==> config.mk <==
export PLATFORM = sky130hd
export DESIGN_NAME = channel_fifo
export DESIGN_NICKNAME = d
export VERILOG_FILES = /design/src/rtl/channel_pkg.sv /design/src/rtl/channel_fifo_mem.sv /design/src/rtl/channel_fifo.sv
export SDC_FILE = /design/constraint.sdc
export NUM_CORES = 1
export LEC_CHECK = 0
export ABC_AREA = 1
export ABC_CLOCK_PERIOD_IN_PS = 3460
export BUFFER_PORTS_ARGS = -buffer_cell sky130_fd_sc_hd__buf_2
export CORE_ASPECT_RATIO = 0.7
export CORE_MARGIN = 10
export CORE_UTILIZATION = 40
export DETAILED_ROUTE_END_ITERATION = 8
export PLACE_DENSITY = 0.6
export SLEW_MARGIN = 10
export SYNTH_ARGS = -nofsm -noshare
export SYNTH_HDL_FRONTEND = slang
export SYNTH_SLANG_ARGS = --single-unit
export TNS_END_PERCENT = 1
==> constraint.sdc <==
create_clock -name clk -period 3.46 [get_ports clk]
set_clock_uncertainty 0.15 [all_clocks]
set_input_delay 0.346 -clock clk [delete_from_list [all_inputs] [get_ports clk]]
set_output_delay 0.346 -clock clk [all_outputs]
set_load 0.02 [all_outputs]
==> src/rtl/channel_pkg.sv <==
// -----------------------------------------------------------------------------
// channel_pkg
// Shared defaults and helpers for the ac_channel FIFO family.
//   CHAN_WIDTH_DEFAULT : default data word width in bits
//   CHAN_DEPTH_DEFAULT : default number of FIFO entries (power of two)
//   ptr_width()        : pointer width for a given depth (log2 of depth)
// -----------------------------------------------------------------------------
package channel_pkg;

    localparam int CHAN_WIDTH_DEFAULT = 32;
    localparam int CHAN_DEPTH_DEFAULT = 16;

    // Depth is a power of two >= 2, so $clog2 gives an exact pointer width
    // and pointers wrap naturally at DEPTH.
    function automatic int ptr_width(input int depth);
        return (depth > 1) ? $clog2(depth) : 1;
    endfunction

endpackage

==> src/rtl/channel_fifo_mem.sv <==
// -----------------------------------------------------------------------------
// channel_fifo_mem
// Simple dual-port storage for channel_fifo: one write port, one synchronous
// read port. The storage array itself is never reset; only the read-data
// register is cleared so the popped word is never X after reset.
// Ports:
//   clk      : rising-edge clock
//   rst      : asynchronous active-low reset (read-data register only)
//   wr_en    : write strobe
//   wr_addr  : write address
//   wr_data  : write data
//   rd_en    : read strobe; rd_data updates on the edge and holds otherwise
//   rd_addr  : read address
//   rd_data  : registered read data
// -----------------------------------------------------------------------------
module channel_fifo_mem
    import channel_pkg::*;
#(
    parameter int WIDTH = CHAN_WIDTH_DEFAULT,
    parameter int DEPTH = CHAN_DEPTH_DEFAULT,
    parameter int PTR_W = ptr_width(DEPTH)
) (
    input  logic             clk,
    input  logic             rst,
    input  logic             wr_en,
    input  logic [PTR_W-1:0] wr_addr,
    input  logic [WIDTH-1:0] wr_data,
    input  logic             rd_en,
    input  logic [PTR_W-1:0] rd_addr,
    output logic [WIDTH-1:0] rd_data
);

    logic [WIDTH-1:0] mem [DEPTH];

    always_ff @(posedge clk) begin
        if (wr_en) begin
            mem[wr_addr] <= wr_data;
        end
    end

    always_ff @(posedge clk or negedge rst) begin
        if (!rst) begin
            rd_data <= '0;
        end else if (rd_en) begin
            rd_data <= mem[rd_addr];
        end
    end

endmodule

==> src/rtl/channel_fifo.sv <==
// -----------------------------------------------------------------------------
// channel_fifo
// Synchronous FIFO implementing the ac_channel handshake contract.
// Ports:
//   clk         : rising-edge clock
//   rst         : asynchronous active-low reset (synchronous release)
//   flush       : synchronous clear, priority over push and pop
//   in_data     : producer write data
//   write_valid : producer push request
//   write_ready : FIFO not full
//   out_data    : registered popped word, valid the cycle after a pop, held
//   read_valid  : consumer pop request
//   read_ready  : FIFO not empty
//   count       : current occupancy
// -----------------------------------------------------------------------------
module channel_fifo
    import channel_pkg::*;
#(
    parameter int WIDTH = CHAN_WIDTH_DEFAULT,
    parameter int DEPTH = CHAN_DEPTH_DEFAULT,
    parameter int CNT_W = $clog2(DEPTH + 1)
) (
    input  logic             clk,
    input  logic             rst,
    input  logic             flush,
    input  logic [WIDTH-1:0] in_data,
    input  logic             write_valid,
    output logic             write_ready,
    output logic [WIDTH-1:0] out_data,
    input  logic             read_valid,
    output logic             read_ready,
    output logic [CNT_W-1:0] count
);

    localparam int PTR_W = ptr_width(DEPTH);

    logic [PTR_W-1:0] wr_ptr;
    logic [PTR_W-1:0] rd_ptr;
    logic             push;
    logic             pop;

    // Flow control looks only at the count register, so a pop in the same
    // cycle never opens write_ready on a full FIFO.
    assign write_ready = (count != CNT_W'(DEPTH));
    assign read_ready  = (count != '0);

    assign push = write_valid & write_ready;
    assign pop  = read_valid & read_ready;

    always_ff @(posedge clk or negedge rst) begin
        if (!rst) begin
            wr_ptr <= '0;
            rd_ptr <= '0;
            count  <= '0;
        end else if (flush) begin
            wr_ptr <= '0;
            rd_ptr <= '0;
            count  <= '0;
        end else begin
            if (push) begin
                wr_ptr <= wr_ptr + 1'b1;
            end
            if (pop) begin
                rd_ptr <= rd_ptr + 1'b1;
            end
            case ({push, pop})
                2'b10:   count <= count + 1'b1;
                2'b01:   count <= count - 1'b1;
                default: count <= count;
            endcase
        end
    end

    // A flush discards any same-cycle pop, so out_data keeps its old value.
    channel_fifo_mem #(
        .WIDTH (WIDTH),
        .DEPTH (DEPTH),
        .PTR_W (PTR_W)
    ) u_mem (
        .clk     (clk),
        .rst     (rst),
        .wr_en   (push & ~flush),
        .wr_addr (wr_ptr),
        .wr_data (in_data),
        .rd_en   (pop & ~flush),
        .rd_addr (rd_ptr),
        .rd_data (out_data)
    );

endmodule

==> flow_results.org <==
** Setup path
- In this design, the stage delay of the slowest critical-path cell is 0.59 ns.
- Worst path cell trace :: nor2_2 -> nand3_1 -> nand2_1 -> nor2_1 -> nand2_1 -> nor2_4 -> buf_12
- By startpoint and endpoint, the worst setup path is classified as reg -> reg.
- Crit end category :: flop
- Critical Path Fanout Max :: 17
- Library cell appearing most often on the critical path :: sky130_fd_sc_hd__nand2_1
- Nature of the critical path startpoint :: flop
- For this design, the slowest cell found on the critical path is sky130_fd_sc_hd__nor2_4.
- Data arrives at the worst endpoint at 2.84 ns.
- For the worst setup path, the data required time is 3.59 ns.

** CTS
- The H-tree generated during clock tree synthesis spans 2 levels.
- Latest clock arrival within the worst-skew pair :: 0.58 ns
- Post-CTS repair changed the size of 0 cells.
- Number of sinks on the clock net :: 557
- TritonCTS built the clock tree.
- Clock-pin slew was measured on the worst setup and hold paths at 0.06 ns.
- Buffers inserted during post-CTS setup optimization :: 0
- Clock root buffer :: sky130_fd_sc_hd__clkbuf_16
- Bufs on Longest Clock Path :: 3
- Quantity of hold-fixing buffers added after cts :: 24
- Number of buffers created by CTS :: 52

** Drt
- In the final routed layout, each cell accounts on average for 22.2 um.
- First-iteration detailed-routing DRC count :: 1566
- In the routed layout, each cell is associated on average with a via count of 5.51.
- DR vias :: 13700
- First drt pass iteration count :: 5
- Overall routed net length :: 55.4 mm
- In the routed design, unresolved DRC markers number 0.
- Count of nets left with antenna violations after detail routing :: 0

** Power
- Dividing total power by cell area gives a power density of 701 nW/um2.
- Of the total power, combinational logic draws 0.240.
- Net switching fraction of the power :: 0.318
- Internal :: 11.9 mW
- Summed over all nets, the switching power comes to 5.56 mW.
- VDD sags by at most 0.527 mV.
- Proportion of power drawn by flip-flops and latches :: 0.449
- The share of total power dissipated in the clock network is 0.311.
- The analysis attributes to cell leakage a power of 8.38 nW.

** Cells and area
- 0 antenna diodes ended up in the layout.
- Relative to the synthesized area, the layout overhead comes to 13.8%.
- Post-route core utilization :: 0.462
- Layout Cells excl Fill :: 2492
- Layout cell share with drive strength beyond 1 :: 0.124
- Layout Nets :: 1766

** Logic synthesis
- Synth top area share :: 0.701
- Among all flip-flop cells after synthesis, the most frequent one is sky130_fd_sc_hd__edfxtp_1.
- The number of different library cells used by synthesis comes to 26.
- The Yosys step of the flow raised 0 warnings.
- The mapped netlist covers 21900 um2.
- Share of the yosys chip area belonging to registers :: 0.752
- Ranked by total cell area, the synthesized netlist is headed by sky130_fd_sc_hd__edfxtp_1, sky130_fd_sc_hd__dfrtp_1, sky130_fd_sc_hd__o21ai_0.
- In the post-synthesis netlist, the cell with the most instances is sky130_fd_sc_hd__edfxtp_1.
- The commonest cells after synthesis are sky130_fd_sc_hd__edfxtp_1, sky130_fd_sc_hd__nor2_1, sky130_fd_sc_hd__o21ai_0.
- Number of enable-type register cells in the synthesized netlist :: 512
- Synthesized net count :: 1678
- Syn_area_per_cell :: 13.4 um2
- Library cell occupying the most area in the post-synthesis netlist :: sky130_fd_sc_hd__edfxtp_1
- Counting flops and latches in the post-synthesis netlist gives 557.
- Of all flip-flops after synthesis, the portion carrying an async set or reset was 0.0808.
- Synthesis produced 1634 cells.

** Placement
- At the end of routability-driven placement, the weighted congestion stood at 0.781.
- During placement, the flow inserted port buffers numbering 75.
- Post-detailed-placement half-perimeter wirelength :: 29.7 mm
- The number of placed instances, taps included, is 2374.
- Setup slack after placement :: 0.733 ns

** Die
- The initialized floorplan defines 71 standard-cell rows.
- The die covers 64800 um2.
- Number of top-level pins :: 76
- Die extent in y :: 216 um
- Effective utilization at floorplan :: 0.406
- The die is 300 um wide.
- Floorplan core area :: 54000 um2

** Timing
- Rel. slew slack :: 0.337
- Final Max Slew Viols :: 0
- Crit path setup slack, layout :: 0.748 ns
- Minimum period implied by the final worst setup slack :: 2.71 ns
- Slew at the pin closest to its max-slew limit :: 0.994 ns
- Total of endpoints with negative setup slack in the final report :: 0
- Top achievable clock speed :: 0.369 GHz
- Hold is met by 0.0238 ns.
- In the finished design, the share of the clock period the worst path needs comes to 0.784.
- Setup repair after global routing missed its margin :: false
- The total count of hold-check failures in the final report was 0.

** Global route
- The first global-routing pass estimated 84.6 mm of wire.
- The via count of the first global-routing pass was 13700.
- Summed over all layers, the global routing overflow is 0.
- The number of antenna violations at the first check in global routing is 1.
- Total routing usage reported by global routing :: 0.166
- Entering global routing, the biggest net connects 177 pins.

** Min path
- Hold Crit Class :: in -> reg

** Outcome
- The run finished with clean final reports.

** Run
- Max-cap violations :: 0
[final timing paths]
kind / cells past startpoint / slack, ns / from / endpoint
min: 1 / 0.02 / in_data[24] / u_mem.mem[11][24]
max: 7 / 0.75 / count[0] / u_mem.mem[8][14]
min reg2reg: 2 / 0.33 / u_mem.rd_data[0] / u_mem.rd_data[0]
max in group asynchronous: 3 / 2.29 / rst / rd_ptr[1]
min in group asynchronous: 3 / 0.29 / rst / u_mem.rd_data[12]
max reg2reg: 7 / 0.75 / count[0] / u_mem.mem[8][14]
[layout by cell type, fill, tap and decap left out, drive strengths merged]
cell / instances
xor2: 2
nand2: 101
edfxtp: 512
nand3: 62
o21bai: 1
clkbuf: 68
nor3: 14
dlygate4sd3: 24
o21ai: 313
inv: 29
dfrtp: 45
o221ai: 82
o22ai: 47
clkinv: 22
bufinv: 3
nand4: 1
nor2: 294
clkinvlp: 2
buf: 121
o21a: 10
ha: 7
a21oi: 2
[through the flow]
stage / power [mW] / area (um2) / setup TNS, ns
floorplan: 11.1 / 21900 / -250.64
global placement: 12.1 / 23100 / 0
detailed placement: 12.2 / 23100 / 0
CTS: 17.7 / 25000 / 0
global route: 18.4 / 25000 / 0
finish: 17.5 / 25000 / 0
[registers in the layout (all words and copies together), names as in the netlist]
name           cells
count              5
u_mem.mem        512
wr_ptr             4
rd_ptr             4
u_mem.rd_data     32
[cell type report]
cell class | count | area (um2)
fillers | 4800 | 29000
multi-input cells | 936 | 4750
inverters | 30 | 119
clock inverters | 26 | 220
clock buffers | 68 | 1380
flip-flops and latches | 557 | 16500
well taps | 730 | 913
repair buffers | 145 | 1070
[power by group through the flow]
stage	Sequential, mW	Combinational [mW]	Clock [mW]
after floorplan	8.19	2.87	0
after global placement	7.99	4.14	0
after detailed placement	8.00	4.20	0
after CTS	7.86	4.25	5.56
after global routing	7.89	4.69	5.82
final	7.86	4.21	5.45
[critical path, delay by kind of cell (launching register included)]
kind,cells,cell delay [ns]
AND/OR/NAND/NOR,6,1.52
buffers and inverters,1,0.26
flip-flops,1,0.47
[logic make-up (layout without fill, tap and decap cells)]
logic type      Yosys count  in the layout  share of synthesized area
buf+inv                 141            269                     0.0355
simple gates            472            472                     0.0858
fa+ha+maj                 7              7                    0.00399
compound gates          455            455                      0.122
flops                   557            557                      0.752
xor+xnor                  2              2                   0.000799
[routing by layer]
layer / routed length (um) / share of wire / vias up / GRT usage
li1: - / - / 6277 / -
met1: 25600 / 0.46 / 6908 / 0.247
met2: 25100 / 0.45 / 478 / 0.255
met3: 3820 / 0.069 / 66 / 0.0242
met4: 892 / 0.016 / 2 / 0.0361
met5: 7 / 0.00013 / - / 0
Note: power is estimated with default switching activity, not from simulation.
